## src/rtl/matrix_operand_loader.sv

```systemverilog
// matrix_operand_loader: streams A then B (row-major) into flat operand arrays, pulsing valid_o per complete pair.
// Define MATRIX_LOADER_DOUBLE_BUFFER_EN for a separate output bank with no EMIT stall.
module matrix_operand_loader #(
    parameter int DATA_WIDTH = 8,
    parameter int A_ROWS = 4,
    parameter int B_COLUMNS = 4,
    parameter int A_COLUMNS_B_ROWS = 4,
    localparam int A_ELEMS = A_ROWS * A_COLUMNS_B_ROWS,
    localparam int B_ELEMS = A_COLUMNS_B_ROWS * B_COLUMNS
) (
    input  logic                                  clk,
    input  logic                                  reset_i,
    input  logic                                  clear_i,
    input  logic                                  in_valid_i,
    output logic                                  in_ready_o,
    input  logic [DATA_WIDTH-1:0]                 in_data_i,
    output logic                                  valid_o,
    output logic [A_ELEMS-1:0][DATA_WIDTH-1:0]    a_o,
    output logic [B_ELEMS-1:0][DATA_WIDTH-1:0]    b_o,
    output logic                                  busy_o
);
    localparam int CW = (A_ELEMS + B_ELEMS > 1) ? $clog2(A_ELEMS + B_ELEMS) : 1;

    if (A_ELEMS < 1 || B_ELEMS < 1) begin : g_param_check
        $error("matrix_operand_loader: A_ELEMS and B_ELEMS must be at least 1");
    end

    typedef enum logic [1:0] {LOAD_A, LOAD_B, EMIT} state_t;
`ifdef MATRIX_LOADER_DOUBLE_BUFFER_EN
    localparam state_t AFTER_B = LOAD_A;
`else
    localparam state_t AFTER_B = EMIT;
`endif

    state_t state, state_next;
    logic [CW-1:0] cnt;
    logic busy;
    logic [A_ELEMS-1:0][DATA_WIDTH-1:0] a_fill, a_next;
    logic [B_ELEMS-1:0][DATA_WIDTH-1:0] b_fill, b_next;
    logic accept, last_a, last_b, pair_done;

    assign accept    = in_valid_i & in_ready_o;
    assign last_a    = cnt == CW'(A_ELEMS - 1);
    assign last_b    = cnt == CW'(A_ELEMS + B_ELEMS - 1);
    assign pair_done = accept & last_b & ~clear_i;

    always_ff @(posedge clk or posedge reset_i)
        if (reset_i) state <= LOAD_A;
        else state <= state_next;

    always_comb begin
        state_next = state;
        if (clear_i || state == EMIT) state_next = LOAD_A;
        else if (accept && state == LOAD_A && last_a) state_next = LOAD_B;
        else if (accept && state == LOAD_B && last_b) state_next = AFTER_B;
    end

    // Fill bank with the offered element merged in, so a bank copy on the final edge sees it
    always_comb begin
        a_next = a_fill;
        b_next = b_fill;
        for (int i = 0; i < A_ELEMS; i++) if (cnt == CW'(i)) a_next[i] = in_data_i;
        for (int j = 0; j < B_ELEMS; j++) if (cnt == CW'(A_ELEMS + j)) b_next[j] = in_data_i;
    end

    always_ff @(posedge clk or posedge reset_i)
        if (reset_i) begin
            cnt    <= '0;
            busy   <= 1'b0;
            a_fill <= '0;
            b_fill <= '0;
        end else if (clear_i) begin
            cnt  <= '0;
            busy <= 1'b0;
        end else if (accept) begin
            cnt    <= last_b ? '0 : cnt + CW'(1);
`ifdef MATRIX_LOADER_DOUBLE_BUFFER_EN
            busy   <= ~last_b;
`else
            busy   <= 1'b1;
`endif
            a_fill <= a_next;
            b_fill <= b_next;
        end else if (state == EMIT) begin
            busy <= 1'b0;
        end

`ifdef MATRIX_LOADER_DOUBLE_BUFFER_EN
    logic valid_r;
    logic [A_ELEMS-1:0][DATA_WIDTH-1:0] a_bank;
    logic [B_ELEMS-1:0][DATA_WIDTH-1:0] b_bank;

    always_ff @(posedge clk or posedge reset_i)
        if (reset_i) begin
            valid_r <= 1'b0;
            a_bank  <= '0;
            b_bank  <= '0;
        end else begin
            valid_r <= pair_done;
            if (pair_done) begin
                a_bank <= a_next;
                b_bank <= b_next;
            end
        end

    assign a_o = a_bank;
    assign b_o = b_bank;
`else
    logic valid_r;
    assign valid_r = state == EMIT;
    assign a_o = a_fill;
    assign b_o = b_fill;
`endif

    always_comb begin
        in_ready_o = state != EMIT;
        valid_o    = valid_r;
        busy_o     = busy;
    end
endmodule
```

## config.mk

```make
export PLATFORM = sky130hd
export DESIGN_NAME = matrix_operand_loader
export DESIGN_NICKNAME = d
export VERILOG_FILES = /design/src/rtl/matrix_operand_loader.sv
export SDC_FILE = /design/constraint.sdc
export NUM_CORES = 1
export LEC_CHECK = 0
export ABC_CLOCK_PERIOD_IN_PS = 23900
export CAP_MARGIN = 20
export CORE_ASPECT_RATIO = 1.1
export CORE_MARGIN = 10
export CORE_UTILIZATION = 52
export CTS_BUF_LIST = sky130_fd_sc_hd__clkbuf_8
export DETAILED_ROUTE_END_ITERATION = 8
export PLACE_DENSITY_LB_ADDON = 0.1
export SETUP_SLACK_MARGIN = 0.5
export SLEW_MARGIN = 20
export SYNTH_ARGS = -nofsm -noshare
export SYNTH_HDL_FRONTEND = slang
export SYNTH_SLANG_ARGS = --single-unit
export TNS_END_PERCENT = 30
```

## constraint.sdc

```tcl
create_clock -name clk -period 23.9 [get_ports clk]
set_clock_uncertainty 0.15 [all_clocks]
set_input_delay 4.78 -clock clk [delete_from_list [all_inputs] [get_ports clk]]
set_output_delay 4.78 -clock clk [all_outputs]
set_load 0.02 [all_outputs]
```

==> results.toml <==
[floorplan]
floorplan.die_area_mm2 = 0.02617
ios = 271
row_count = 54
initial_core_util = 0.5277
dieHeight_um = 168.7
core_region_area_mm2 = 0.01980
die_x_extent_um = 155.1

[power_and_ir_drop]
power_switching_w = 0.0002711
seqPwrFrac = 0.488
pwr-share-comb = 0.160
cellInternalPower_w = 0.0007478
switching_share = 0.2661
worst_ir_drop_vdd_uv = 54.30
clockPowerShare = 0.351
power_density_mw_per_mm2 = 71.99
power.static_leakage_nw = 6.574

[synth]
synth_enable_flop_cells = 0
count_of_state_elements_after_synthesis = 264
ys_warn_count = 0
synthDistinctLibCells = 30
postSynthCellCount = 652
synth.mux.area_fraction = 0.2759
postSynthAreaPerCell_um2 = 16.02
synth_top_family_by_area = "multiplexers"
synth_fp_nets = 670
ys_seq_area_frac = 0.6323
yosys_most_used_dff = "sky130_fd_sc_hd__dfrtp_1"
area_share_of_and_or_nand_nor_cells_after_synthesis = 0.05653
synth_async_sr_flop_share = 1.000
adder_and_majority_gate_portion_of_the_synthesized_area = 0.007186
synth_area_mm2 = 0.01045
synthXorXnorAreaFrac = 0
share_of_the_synthesized_area_in_compound_gates_ao_oa_aoi_oai = 0.007186

[critical_path]
worst_setup_path_start_kind = "flip-flop"
timing.rr.start = "state[0]"
cp_data_arrival_time_ns = 2.70
reg2reg_slack_ns = 21.14
critPathRequiredTime_ns = 18.97
setup.worst_path.end_class = "output port"
critPathKind = "reg -> out"
worst_setup_path_startpoint = "state[0]"
critPathMaxFanout = 27

[worst_hold_path]
hold_path.startpoint = "a_o[65]"
hp-class = "reg -> reg"

[grt]
global_route_usage_over_all_layers = 0.2129
grt_pass1_vias = 7303
global_route_wire_length_before_repair_mm = 43.57
largest_net_degree_at_the_start_of_global_routing = 110
globalRoute.totalOverflow = 0
grt_antenna_before_repair = 0

[route]
drc = 0
drt-pass1-iter-count = 4
wire_per_inst_um = 23.25
routed-via-count = 6640
routed_via_density = 5.465
wl_mm = 28.25
ant_nets = 0
detailedRoute.firstIterationViolations = 271

[clock_network]
cts_num_sinks = 264
post-cts-setup-buffer-count = 0
clock_latency_of_the_later_clocked_register_in_the_worst_skew_pair_ns = 0.53
clock-root-buffer = "sky130_fd_sc_hd__clkbuf_8"
cts_hold_buf = 0
clk_transition_reported_paths_ns = 0.06
cts_max_level = 2
clock_path_buffers = 3
ctsResizeCount = 0
tritoncts = "yes"
cts_inserted_buffers = 42

[timing]
grt_setup_unrepaired = "false"
setup-violations-final = 0
hold_ws_ns = 0.3502
timing_max_transition_violations_final = 0
fin_setup_tns_ns = 0
period_share = 0.3194
timing.max_slew.rel_slack = 0.3711
number_of_endpoints_with_negative_hold_slack_in_the_final_report = 0
tightestPinTransition_ns = 0.9433
timing.final.crit_period_ns = 7.633
achievable-frequency_ghz = 0.1310
layout_setup_ws_ns = 16.27

[placed_design]
gp_congestion = 0.7902
post-place-cells = 1143
hpwl_mm = 19.38
pre_cts_ws_ns = 15.83
port_buffers = 270

[layout]
fill_cells = 1306
diodes = 0
syn2layout_area_growth_pct = 35.46
share_of_cells_above_drive_strength_1 = 0.3531
final_cell_count_no_fill = 1215
finish.net_count = 953
finish.utilization = 0.7149

[run_status]
outcome = "finished, final reports clean"

[run]
max-cap-violations = 0
## synthesized netlist by cell type (3+ instances only)
master                     count  area [µm²]
sky130_fd_sc_hd__a21oi_1       7       35.03
sky130_fd_sc_hd__buf_2        10       50.05
sky130_fd_sc_hd__buf_6         3       33.78
sky130_fd_sc_hd__clkbuf_1     27       101.4
sky130_fd_sc_hd__dfrtp_1     264        6606
sky130_fd_sc_hd__ha_1          6       75.07
sky130_fd_sc_hd__inv_1         5       18.77
sky130_fd_sc_hd__mux2_2      256        2883
sky130_fd_sc_hd__nand2_1       5       18.77
sky130_fd_sc_hd__nand2b_1      5       31.28
sky130_fd_sc_hd__nand3_1      14       70.07
sky130_fd_sc_hd__nand4b_1      3       26.28
sky130_fd_sc_hd__nor2_1        3       11.26
sky130_fd_sc_hd__nor2b_1       5       31.28
sky130_fd_sc_hd__nor3b_2       3       37.54
sky130_fd_sc_hd__nor4_4       11       234.0
sky130_fd_sc_hd__nor4bb_1      3       30.03
sky130_fd_sc_hd__or4_1         7       52.55
## through the flow
step / instance area [µm²] / total power (W)
floorplan: 10450 / 0.0005824
global placement: 13360 / 0.0006662
detailed placement: 13360 / 0.0006713
CTS: 14150 / 0.001029
global route: 14150 / 0.001059
finish: 14150 / 0.001019
## flip-flops by register name (all words and copies together) (netlist names)
name / count
a_o: 128
b_o: 128
busy_o: 1
cnt: 5
state: 2
## layer usage
layer | share of wire | track usage | wire (µm) | vias up
met5 | 0 | 0 | 0 | -
met4 | 0.027 | 0.06905 | 771 | 0
met3 | 0.11 | 0.09810 | 2976 | 54
met2 | 0.49 | 0.3431 | 13720 | 234
met1 | 0.38 | 0.2473 | 10780 | 3453
li1 | - | - | - | 2899
## path summary, 6_finish.rpt
path                       endpoint  cells after the start
setup / recovery            valid_o                      3
hold / removal              a_o[65]                      1
setup reg to reg            b_o[28]                      4
hold reg to reg             a_o[65]                      1
max in group asynchronous   b_o[98]                      4
min in group asynchronous  a_o[116]                      2
## cell families (layout without fill, tap and decap cells)
| family | after synthesis | count (layout) |
|---|---|---|
| flip-flops | 264 | 264 |
| multiplexers | 256 | 256 |
| AND/OR/NAND/NOR | 65 | 65 |
| buffers and inverters | 48 | 359 |
| AO/OA/AOI/OAI | 13 | 13 |
| adder cells (fa/ha/maj) | 6 | 6 |
## area by class of cell
| cell class | instances | area [µm²] | share of cell area |
|---|---|---|---|
| Clock inverter | 21 | 83.83 | 0.005923 |
| Multi-Input combinational cell | 340 | 3623 | 0.2560 |
| Tap cell | 252 | 315.3 | 0.02228 |
| Sequential cell | 264 | 6606 | 0.4668 |
| Clock buffer | 51 | 701.9 | 0.04960 |
| Timing Repair Buffer | 281 | 2789 | 0.1971 |
| Inverter | 6 | 32.53 | 0.002299 |
## critical path: stages, from the launching register on
cell	delay [ns]
sky130_fd_sc_hd__dfrtp_1	0.40
sky130_fd_sc_hd__nand2b_1	0.49
sky130_fd_sc_hd__inv_4	0.53
sky130_fd_sc_hd__clkdlybuf4s50_1	0.74
## layout by cell type (no fill, tap or decap)
cell and n:
sky130_fd_sc_hd__a21oi_1 7, sky130_fd_sc_hd__a311oi_1 1, sky130_fd_sc_hd__a31oi_1 1, sky130_fd_sc_hd__and3_1 1, sky130_fd_sc_hd__buf_4 10, sky130_fd_sc_hd__buf_6 1, sky130_fd_sc_hd__clkbuf_8 51, sky130_fd_sc_hd__clkdlybuf4s50_1 270
sky130_fd_sc_hd__clkinv_2 4, sky130_fd_sc_hd__dfrtp_1 264, sky130_fd_sc_hd__ha_1 6, sky130_fd_sc_hd__inv_1 21, sky130_fd_sc_hd__inv_4 1, sky130_fd_sc_hd__inv_8 1, sky130_fd_sc_hd__mux2_2 256, sky130_fd_sc_hd__nand2_1 5
sky130_fd_sc_hd__nand2b_1 5, sky130_fd_sc_hd__nand3_1 14, sky130_fd_sc_hd__nand3b_1 1, sky130_fd_sc_hd__nand4b_1 3, sky130_fd_sc_hd__nor2_1 3, sky130_fd_sc_hd__nor2b_1 5, sky130_fd_sc_hd__nor3_1 1, sky130_fd_sc_hd__nor3b_1 1
sky130_fd_sc_hd__nor3b_2 3, sky130_fd_sc_hd__nor4_4 11, sky130_fd_sc_hd__nor4b_2 1, sky130_fd_sc_hd__nor4bb_1 3, sky130_fd_sc_hd__o21ai_0 2, sky130_fd_sc_hd__o31ai_1 2, sky130_fd_sc_hd__or2_2 1, sky130_fd_sc_hd__or4_1 7
## power groups by stage
stage | Sequential (W) | Combinational, W | Clock [W]
after detailed placement | 0.000505 | 0.000166 | 0
after global placement | 0.000504 | 0.000162 | 0
final | 0.000498 | 0.000163 | 0.000358
after CTS | 0.000498 | 0.000166 | 0.000365
after floorplan | 0.000540 | 0.0000428 | 0
after global routing | 0.000501 | 0.000173 | 0.000385
Note: power is estimated with default switching activity, not from simulation.
